--- src/rtl/fifo_pkg.sv ---
// Shared constants and elaboration helpers for the single-clock FIFO family.
// Mode encodings, a constant-foldable clog2, and the threshold legality rule.
package fifo_pkg;

  localparam int FIFO_MODE_STD  = 0;
  localparam int FIFO_MODE_FWFT = 1;

  function automatic int clog2(input int value);
    int bits;
    bits = 0;
    for (int v = value - 1; v > 0; v = v >> 1) begin
      bits++;
    end
    return bits;
  endfunction

  // almost_full must be able to fire before full; almost_empty must be able to clear before full.
  function automatic bit thresholds_legal(input int depth, input int afull, input int aempty);
    return (afull >= 1) && (afull <= depth - 1) && (aempty >= 0) && (aempty <= depth - 2);
  endfunction

endpackage

--- src/rtl/fifo_ram.sv ---
// DATA_WIDTH x 2**PTR_WIDTH storage, synchronous write, read port either
// registered with enable (standard FIFO) or asynchronous (first-word-fall-through).
module fifo_ram #(
  parameter int DATA_WIDTH = 8,
  parameter int PTR_WIDTH  = 4,
  parameter bit ASYNC_READ = 1'b0
) (
  input  logic                  clk,
  input  logic                  rst,
  input  logic                  w_en,
  input  logic [PTR_WIDTH-1:0]  w_addr,
  input  logic [DATA_WIDTH-1:0] w_data,
  input  logic                  r_en,
  input  logic [PTR_WIDTH-1:0]  r_addr,
  output logic [DATA_WIDTH-1:0] r_data
);

  localparam int DEPTH = 2 ** PTR_WIDTH;

  logic [DATA_WIDTH-1:0] mem [DEPTH];

  // NOTE: storage has no reset; emptiness is tracked by the pointers, so stale words are never observed.
  always_ff @(posedge clk) begin
    if (w_en) begin
      mem[w_addr] <= w_data;
    end
  end

  if (ASYNC_READ) begin : g_async_read
    logic unused_read_ctrl;
    assign unused_read_ctrl = rst ^ r_en;
    assign r_data = mem[r_addr];
  end else begin : g_sync_read
    logic [DATA_WIDTH-1:0] r_data_q;
    // NOTE: sequential state uses non-blocking assignments so every flop samples pre-edge values.
    always_ff @(posedge clk or posedge rst) begin
      if (rst) begin
        r_data_q <= '0;
      end else if (r_en) begin
        r_data_q <= mem[r_addr];
      end
    end
    assign r_data = r_data_q;
  end

endmodule

--- src/rtl/sync_fifo_flex.sv ---
// Single-clock parametrised FIFO with standard or FWFT read, occupancy count,
// programmable almost-full/almost-empty and sticky overflow/underflow flags.
module sync_fifo_flex
  import fifo_pkg::*;
#(
  parameter int DATA_WIDTH    = 8,
  parameter int PTR_WIDTH     = 4,
  parameter int DEPTH         = 16,
  parameter int FWFT          = 0,
  parameter int AFULL_THRESH  = 14,
  parameter int AEMPTY_THRESH = 2
) (
  input  logic                  clk,
  input  logic                  rst,
  input  logic                  w_en,
  input  logic [DATA_WIDTH-1:0] data_in,
  input  logic                  r_en,
  output logic [DATA_WIDTH-1:0] data_out,
  output logic                  full,
  output logic                  empty,
  output logic                  almost_full,
  output logic                  almost_empty,
  output logic [PTR_WIDTH:0]    count,
  output logic                  overflow,
  output logic                  underflow,
  input  logic                  err_clr
);

  if ((DEPTH != 2 ** PTR_WIDTH) || (clog2(DEPTH) != PTR_WIDTH)) begin : g_bad_depth
    $error("sync_fifo_flex: DEPTH must equal 2**PTR_WIDTH");
  end
  if (!thresholds_legal(DEPTH, AFULL_THRESH, AEMPTY_THRESH)) begin : g_bad_thresh
    $error("sync_fifo_flex: almost-full/almost-empty threshold out of range");
  end
  if ((FWFT != FIFO_MODE_STD) && (FWFT != FIFO_MODE_FWFT)) begin : g_bad_mode
    $error("sync_fifo_flex: FWFT must be 0 or 1");
  end

  localparam logic [PTR_WIDTH:0] DEPTH_C  = (PTR_WIDTH + 1)'(DEPTH);
  localparam logic [PTR_WIDTH:0] AFULL_C  = (PTR_WIDTH + 1)'(AFULL_THRESH);
  localparam logic [PTR_WIDTH:0] AEMPTY_C = (PTR_WIDTH + 1)'(AEMPTY_THRESH);

  logic [PTR_WIDTH-1:0]  wr_ptr;
  logic [PTR_WIDTH-1:0]  rd_ptr;
  logic [PTR_WIDTH:0]    count_q;
  logic [PTR_WIDTH:0]    count_nxt;
  logic                  wr_acc;
  logic                  rd_acc;
  logic [DATA_WIDTH-1:0] ram_rdata;

  // Acceptance uses the registered flags, so a full FIFO rejects writes even alongside a read.
  assign wr_acc = w_en & ~full;
  assign rd_acc = r_en & ~empty;

  // NOTE: count_nxt gets a default before the case so no latch is inferred.
  always_comb begin
    count_nxt = count_q;
    case ({wr_acc, rd_acc})
      2'b10:   count_nxt = count_q + 1'b1;
      2'b01:   count_nxt = count_q - 1'b1;
      default: count_nxt = count_q;
    endcase
  end

  always_ff @(posedge clk or posedge rst) begin
    if (rst) begin
      wr_ptr  <= '0;
      rd_ptr  <= '0;
      count_q <= '0;
    end else begin
      if (wr_acc) wr_ptr <= wr_ptr + 1'b1;
      if (rd_acc) rd_ptr <= rd_ptr + 1'b1;
      count_q <= count_nxt;
    end
  end

  // Flags come from the next-state count so they line up with count in the same cycle.
  always_ff @(posedge clk or posedge rst) begin
    if (rst) begin
      full         <= 1'b0;
      empty        <= 1'b1;
      almost_full  <= 1'b0;
      almost_empty <= 1'b1;
    end else begin
      full         <= (count_nxt == DEPTH_C);
      empty        <= (count_nxt == '0);
      almost_full  <= (count_nxt >= AFULL_C);
      almost_empty <= (count_nxt <= AEMPTY_C);
    end
  end

  // Set has priority over err_clr so an error in the clearing cycle is not lost.
  always_ff @(posedge clk or posedge rst) begin
    if (rst) begin
      overflow  <= 1'b0;
      underflow <= 1'b0;
    end else begin
      if (w_en && full)  overflow <= 1'b1;
      else if (err_clr)  overflow <= 1'b0;
      if (r_en && empty) underflow <= 1'b1;
      else if (err_clr)  underflow <= 1'b0;
    end
  end

  assign count = count_q;

  fifo_ram #(
    .DATA_WIDTH (DATA_WIDTH),
    .PTR_WIDTH  (PTR_WIDTH),
    .ASYNC_READ (FWFT == FIFO_MODE_FWFT)
  ) u_ram (
    .clk    (clk),
    .rst    (rst),
    .w_en   (wr_acc),
    .w_addr (wr_ptr),
    .w_data (data_in),
    .r_en   (rd_acc),
    .r_addr (rd_ptr),
    .r_data (ram_rdata)
  );

  if (FWFT == FIFO_MODE_FWFT) begin : g_fwft_out
    assign data_out = empty ? '0 : ram_rdata;
  end else begin : g_std_out
    assign data_out = ram_rdata;
  end

endmodule
--- config.mk ---
export PLATFORM = sky130hd
export DESIGN_NAME = sync_fifo_flex
export DESIGN_NICKNAME = d
export VERILOG_FILES = /design/src/rtl/fifo_pkg.sv /design/src/rtl/fifo_ram.sv /design/src/rtl/sync_fifo_flex.sv
export SDC_FILE = /design/constraint.sdc
export NUM_CORES = 1
export LEC_CHECK = 0
export BUFFER_PORTS_ARGS = -buffer_cell sky130_fd_sc_hd__buf_4
export CAP_MARGIN = 20
export CORE_ASPECT_RATIO = 0.8
export CORE_MARGIN = 4
export CORE_UTILIZATION = 50
export CTS_CLUSTER_SIZE = 16
export DETAILED_ROUTE_END_ITERATION = 8
export HOLD_SLACK_MARGIN = 0.06
export PLACE_DENSITY_LB_ADDON = 0.12
export REMOVE_ABC_BUFFERS = 1
export SLEW_MARGIN = 40
export SYNTH_ARGS = -nofsm -noshare
export SYNTH_HDL_FRONTEND = slang
export SYNTH_SLANG_ARGS = --single-unit
--- constraint.sdc ---
create_clock -name clk -period 2.8 [get_ports clk]
set_input_delay 0.14 -clock clk [delete_from_list [all_inputs] [get_ports clk]]
set_output_delay 0.14 -clock clk [all_outputs]
set_load 0.03 [all_outputs]
==> results.md <==
- Hold is met by 199 ps.
- The leakage power is 2.63 nW.
- The die covers 0.0146 mm².
- The power density normalized to cell area is 1070 mW/mm².
- The dominant cell type by count on the critical path is sky130_fd_sc_hd__xor2_1.
- Broken down by cell family, the worst path's largest delay share belongs to flip-flops.
- The worst stage delay on the critical path is 530 ps.
- The total via count after detailed routing is 3302.
- The CTS clock-pin slew for the worst setup and hold paths is 60 ps.
- Entering global routing, the biggest net connects 28 pins.
- Between clock sinks in the finished design, the worst skew comes to 8.74 ps.
- The routed length per instance is 20.9 µm.
- The smallest clock period supported by the final layout is computed as 2610 ps.
- The post-route DRC violation count is 0.
- After detailed routing, the met2 layer carries 5.72 mm of wire.
- The sum of overflow across all layers after global routing is 0.
- The portion of the post-synthesis area used by sequential elements is 71.0%.
- For the pin with the worst max-slew slack, the measured transition is 582 ps.
- The clock drives 155 sinks.
- Routability-driven placement finished with a final weighted congestion of 0.789.
- The number of global-route vias before repair is 3271.
- The arrival time of data at the critical path endpoint is 2920 ps.
- The ratio of final minimum period to clock period is 93.2%.
- Counting flops and latches in the post-synthesis netlist gives 155.
- The slowest stage of the critical path belongs to the cell sky130_fd_sc_hd__dfstp_2.
- Leaving out fill and tap cells, the most frequent cells in the layout are 128 x sky130_fd_sc_hd__edfxtp_1, 36 x sky130_fd_sc_hd__buf_4, 23 x sky130_fd_sc_hd__mux4_2, 23 x sky130_fd_sc_hd__dfrtp_1, 19 x sky130_fd_sc_hd__mux2i_1.
- The post-route setup TNS is 0 ps.
- The port buffer count is 31.
- The worst hold path passes through 4 cells.
- The max-cap violation count is 0.
- In this run the cell area of the synthesized design comes to 0.00637 mm².
- Measured along the x axis, the die boundary spans 134 µm.
- Wire segments on met3 add up to 737 µm in the final route.
- TritonCTS created 17 clock buffers.
- The critical path runs through a total of 10 cells.
- The kind of path behind the tightest hold check is in2reg.
- The fraction of layout cells with a size suffix above 1 is 24.6%.
- The total of fill cells in the finished design is 934.
- The run finished with clean final reports.
- The worst setup path is captured at a register.
- The number of cells on the worst reg-to-reg path is 10.
- The total core area is 0.0123 mm².
- The vertical die dimension is 109 µm.
- For this run, the detailed router's first-pass iteration total came to 7.
- The maximum VDD drop is 0.000588 V.
- For this run, the number of Yosys warnings is 0.
- Synthesis instantiated 43 different standard cells from the library.
- In this run the top signal layer used is met4.
- The average instance in the mapped netlist occupies 17.5 µm².
- The detail route stage leaves a number of antenna-violating nets equal to 0.
- The number of nets at the end of the flow is 435.
- The number of endpoints failing setup at the final stage is 0.
- The count of buffering cells on the critical path with inverters included is 2.
- Detailed placement ended at an HPWL of 7.64 mm.
- The post-synthesis to final-layout area growth is 16.7%.
- The first global-routing pass estimated 19.4 mm of wire.
- The critical path is of the reg2reg type.
- The final number of max-transition violations came to 0.
- The boundary pin count is 32.
- The deepest level of the CTS H-tree is 4.
- The source-to-sink clock delay at the later pin of the worst-skew pair is 420 ps.
- For this block, the routed nets add up to 12.5 mm of wire.
- The global routing usage summed across all routing layers is 18.8%.
- The relative slew slack is 61.2%.
- Setup repair after global routing left no endpoint under its margin.
- The commonest non-fill, non-tap cell in the layout is sky130_fd_sc_hd__edfxtp_1.
- The TritonCTS clock tree is built.
- Synthesis produced 363 cells.
- Timing would allow up to 383 MHz.
- The required time at the endpoint of the critical path is 3110 ps.
- Of all nets on the critical path, the largest fanout is 14.
- The count of final hold-check violations is 0.
- The clock tree root buffer cell is sky130_fd_sc_hd__clkbuf_16.
- The initial DRC count is 405.
- The critical path goes through nand2b_1, inv_2, ha_2, xor2_1, ha_1, a21oi_1, mux2i_1, xor2_1, inv_1, a2111oi_2.
- The longest clock path from root to sink contains 2 buffers.
- The number of diodes is 0.
- In the final routing, the length of wire on met1 measures 5.88 mm.
- The via-per-instance ratio is 5.53.
- After floorplanning, the core was divided into 36 placement rows.
- The effective utilization at floorplan is 51.6%.
- The startpoint type of the worst setup path is a register.
- The number of antenna violations at the first check in global routing is 0.
-- worst paths after layout --
| kind | from | endpoint | slack (ps) |
|---|---|---|---|
| min in group asynchronous | rst | u_ram.r_data[3]$_DFFE_PP0N_ | 330 |
| max in group asynchronous | rst | rd_ptr[3]$_DFFE_PP0N_ | 2070 |
| hold / removal | r_en | u_ram.r_data[2]$_DFFE_PP0N_ | 200 |
| hold reg to reg | u_ram.r_data[3]$_DFFE_PP0N_ | u_ram.r_data[3]$_DFFE_PP0N_ | 490 |
| setup / recovery | empty$_DFF_PP1_ | almost_empty$_DFF_PP1_ | 190 |
| setup reg to reg | empty$_DFF_PP1_ | almost_empty$_DFF_PP1_ | 190 |
-- cells by family (layout without fill, tap and decap cells) --
| family | count (synthesis) | count (layout) | synth area share, % |
|---|---|---|---|
| flops | 155 | 155 | 71.0 |
| simple gates | 66 | 66 | 5.66 |
| xor+xnor | 11 | 11 | 1.51 |
| fa+ha+maj | 9 | 9 | 1.77 |
| mux | 50 | 50 | 12.5 |
| compound gates | 44 | 44 | 4.97 |
| buf+inv | 28 | 91 | 2.57 |
-- per-stage QoR --
step | instance area, µm² | power, W | utilization [%] | worst slack, ps | std cells
floorplan | 6240 | 0.00496 | - | 7.30 | 345
global placement | 6750 | 0.00578 | 54.7 | 257 | 553
detailed placement | 6750 | 0.00580 | 54.7 | 216 | 553
CTS | 7430 | 0.00804 | 60.2 | 93.6 | 597
global route | 7430 | 0.00841 | 60.2 | 0.539 | 597
finish | 7430 | 0.00799 | 60.2 | 191 | 597
-- worst register-to-register path: cells and delay by family, from the launching register on --
kind / cells / cell delay (ps)
buffers and inverters: 2 / 220
XOR/XNOR: 2 / 390
adder cells (fa/ha/maj): 2 / 480
flip-flops: 1 / 530
multiplexers: 1 / 230
AND/OR/NAND/NOR: 1 / 130
AO/OA/AOI/OAI: 2 / 510
-- metal layers --
| layer | vias up | GRT usage (%) |
|---|---|---|
| met1 | 1692 | 27.2 |
| met4 | 0 | 6.54 |
| met5 | - | 0 |
| met2 | 95 | 27.5 |
| met3 | 9 | 5.49 |
| li1 | 1506 | - |
-- registers in the layout (all words and copies together), names as in the netlist --
name	count
count	5
u_ram.mem	128
almost_full	1
full	1
u_ram.r_data	8
rd_ptr	4
wr_ptr	4
underflow	1
empty	1
almost_empty	1
overflow	1
-- cell usage after synthesis (all sizes together) --
| cell | n | area [µm²] |
|---|---|---|
| a221oi | 1 | 15.0 |
| xnor2 | 7 | 61.3 |
| buf | 15 | 115 |
| a21o | 2 | 15.0 |
| clkbuf | 3 | 11.3 |
| nor3b | 3 | 22.5 |
| dfstp | 2 | 52.6 |
| mux2i | 19 | 190 |
| and4b | 1 | 10.0 |
| dfrtp | 25 | 626 |
| nor3 | 1 | 5.00 |
| a22o | 4 | 35.0 |
| mux2 | 8 | 90.1 |
| o311ai | 1 | 8.76 |
| edfxtp | 128 | 3840 |
| a31o | 1 | 8.76 |
| nor2 | 14 | 52.6 |
| a2111oi | 9 | 90.1 |
| and4bb | 1 | 12.5 |
| nand2 | 13 | 48.8 |
| a21oi | 15 | 75.1 |
| a211oi | 1 | 12.5 |
| o211ai | 1 | 7.51 |
| nand3 | 1 | 5.00 |
| ha | 9 | 113 |
| nand4 | 1 | 6.26 |
| nand2b | 2 | 12.5 |
| and3 | 2 | 12.5 |
| a41oi | 1 | 8.76 |
| and2 | 17 | 106 |
| xor2 | 4 | 35.0 |
| inv | 10 | 37.5 |
| o21ai | 8 | 40.0 |
| nor2b | 9 | 56.3 |
| nor4bb | 1 | 10.0 |
| mux4 | 23 | 518 |
-- power breakdown --
group / switching [W] / internal, W / leakage [nW]
logic: 0.00144 / 0.00115 / 0.888
clock network: 0.000887 / 0.00131 / 0.269
registers: 0.000314 / 0.00289 / 1.47
total: 0.00264 / 0.00535 / 2.63
-- layout make-up --
type | instances | area [µm²] | share of cell area [%]
clock inverter | 11 | 120 | 1.62
clock buffer | 21 | 440 | 5.92
multi-input combinational | 180 | 1690 | 22.7
timing repair buffer | 49 | 410 | 5.52
sequential | 155 | 4520 | 60.9
inverter | 10 | 37.5 | 0.505
tap | 171 | 214 | 2.88
-- timing repair --
item / in CTS / in global routing
endpoints found under the setup margin: 0 / 1
resized for setup: 0 / 1
hold buffers: 12 / 0
setup buffers: 0 / 0
hold endpoints to repair: 155 / 0
Note: power is estimated with default switching activity, not from simulation.
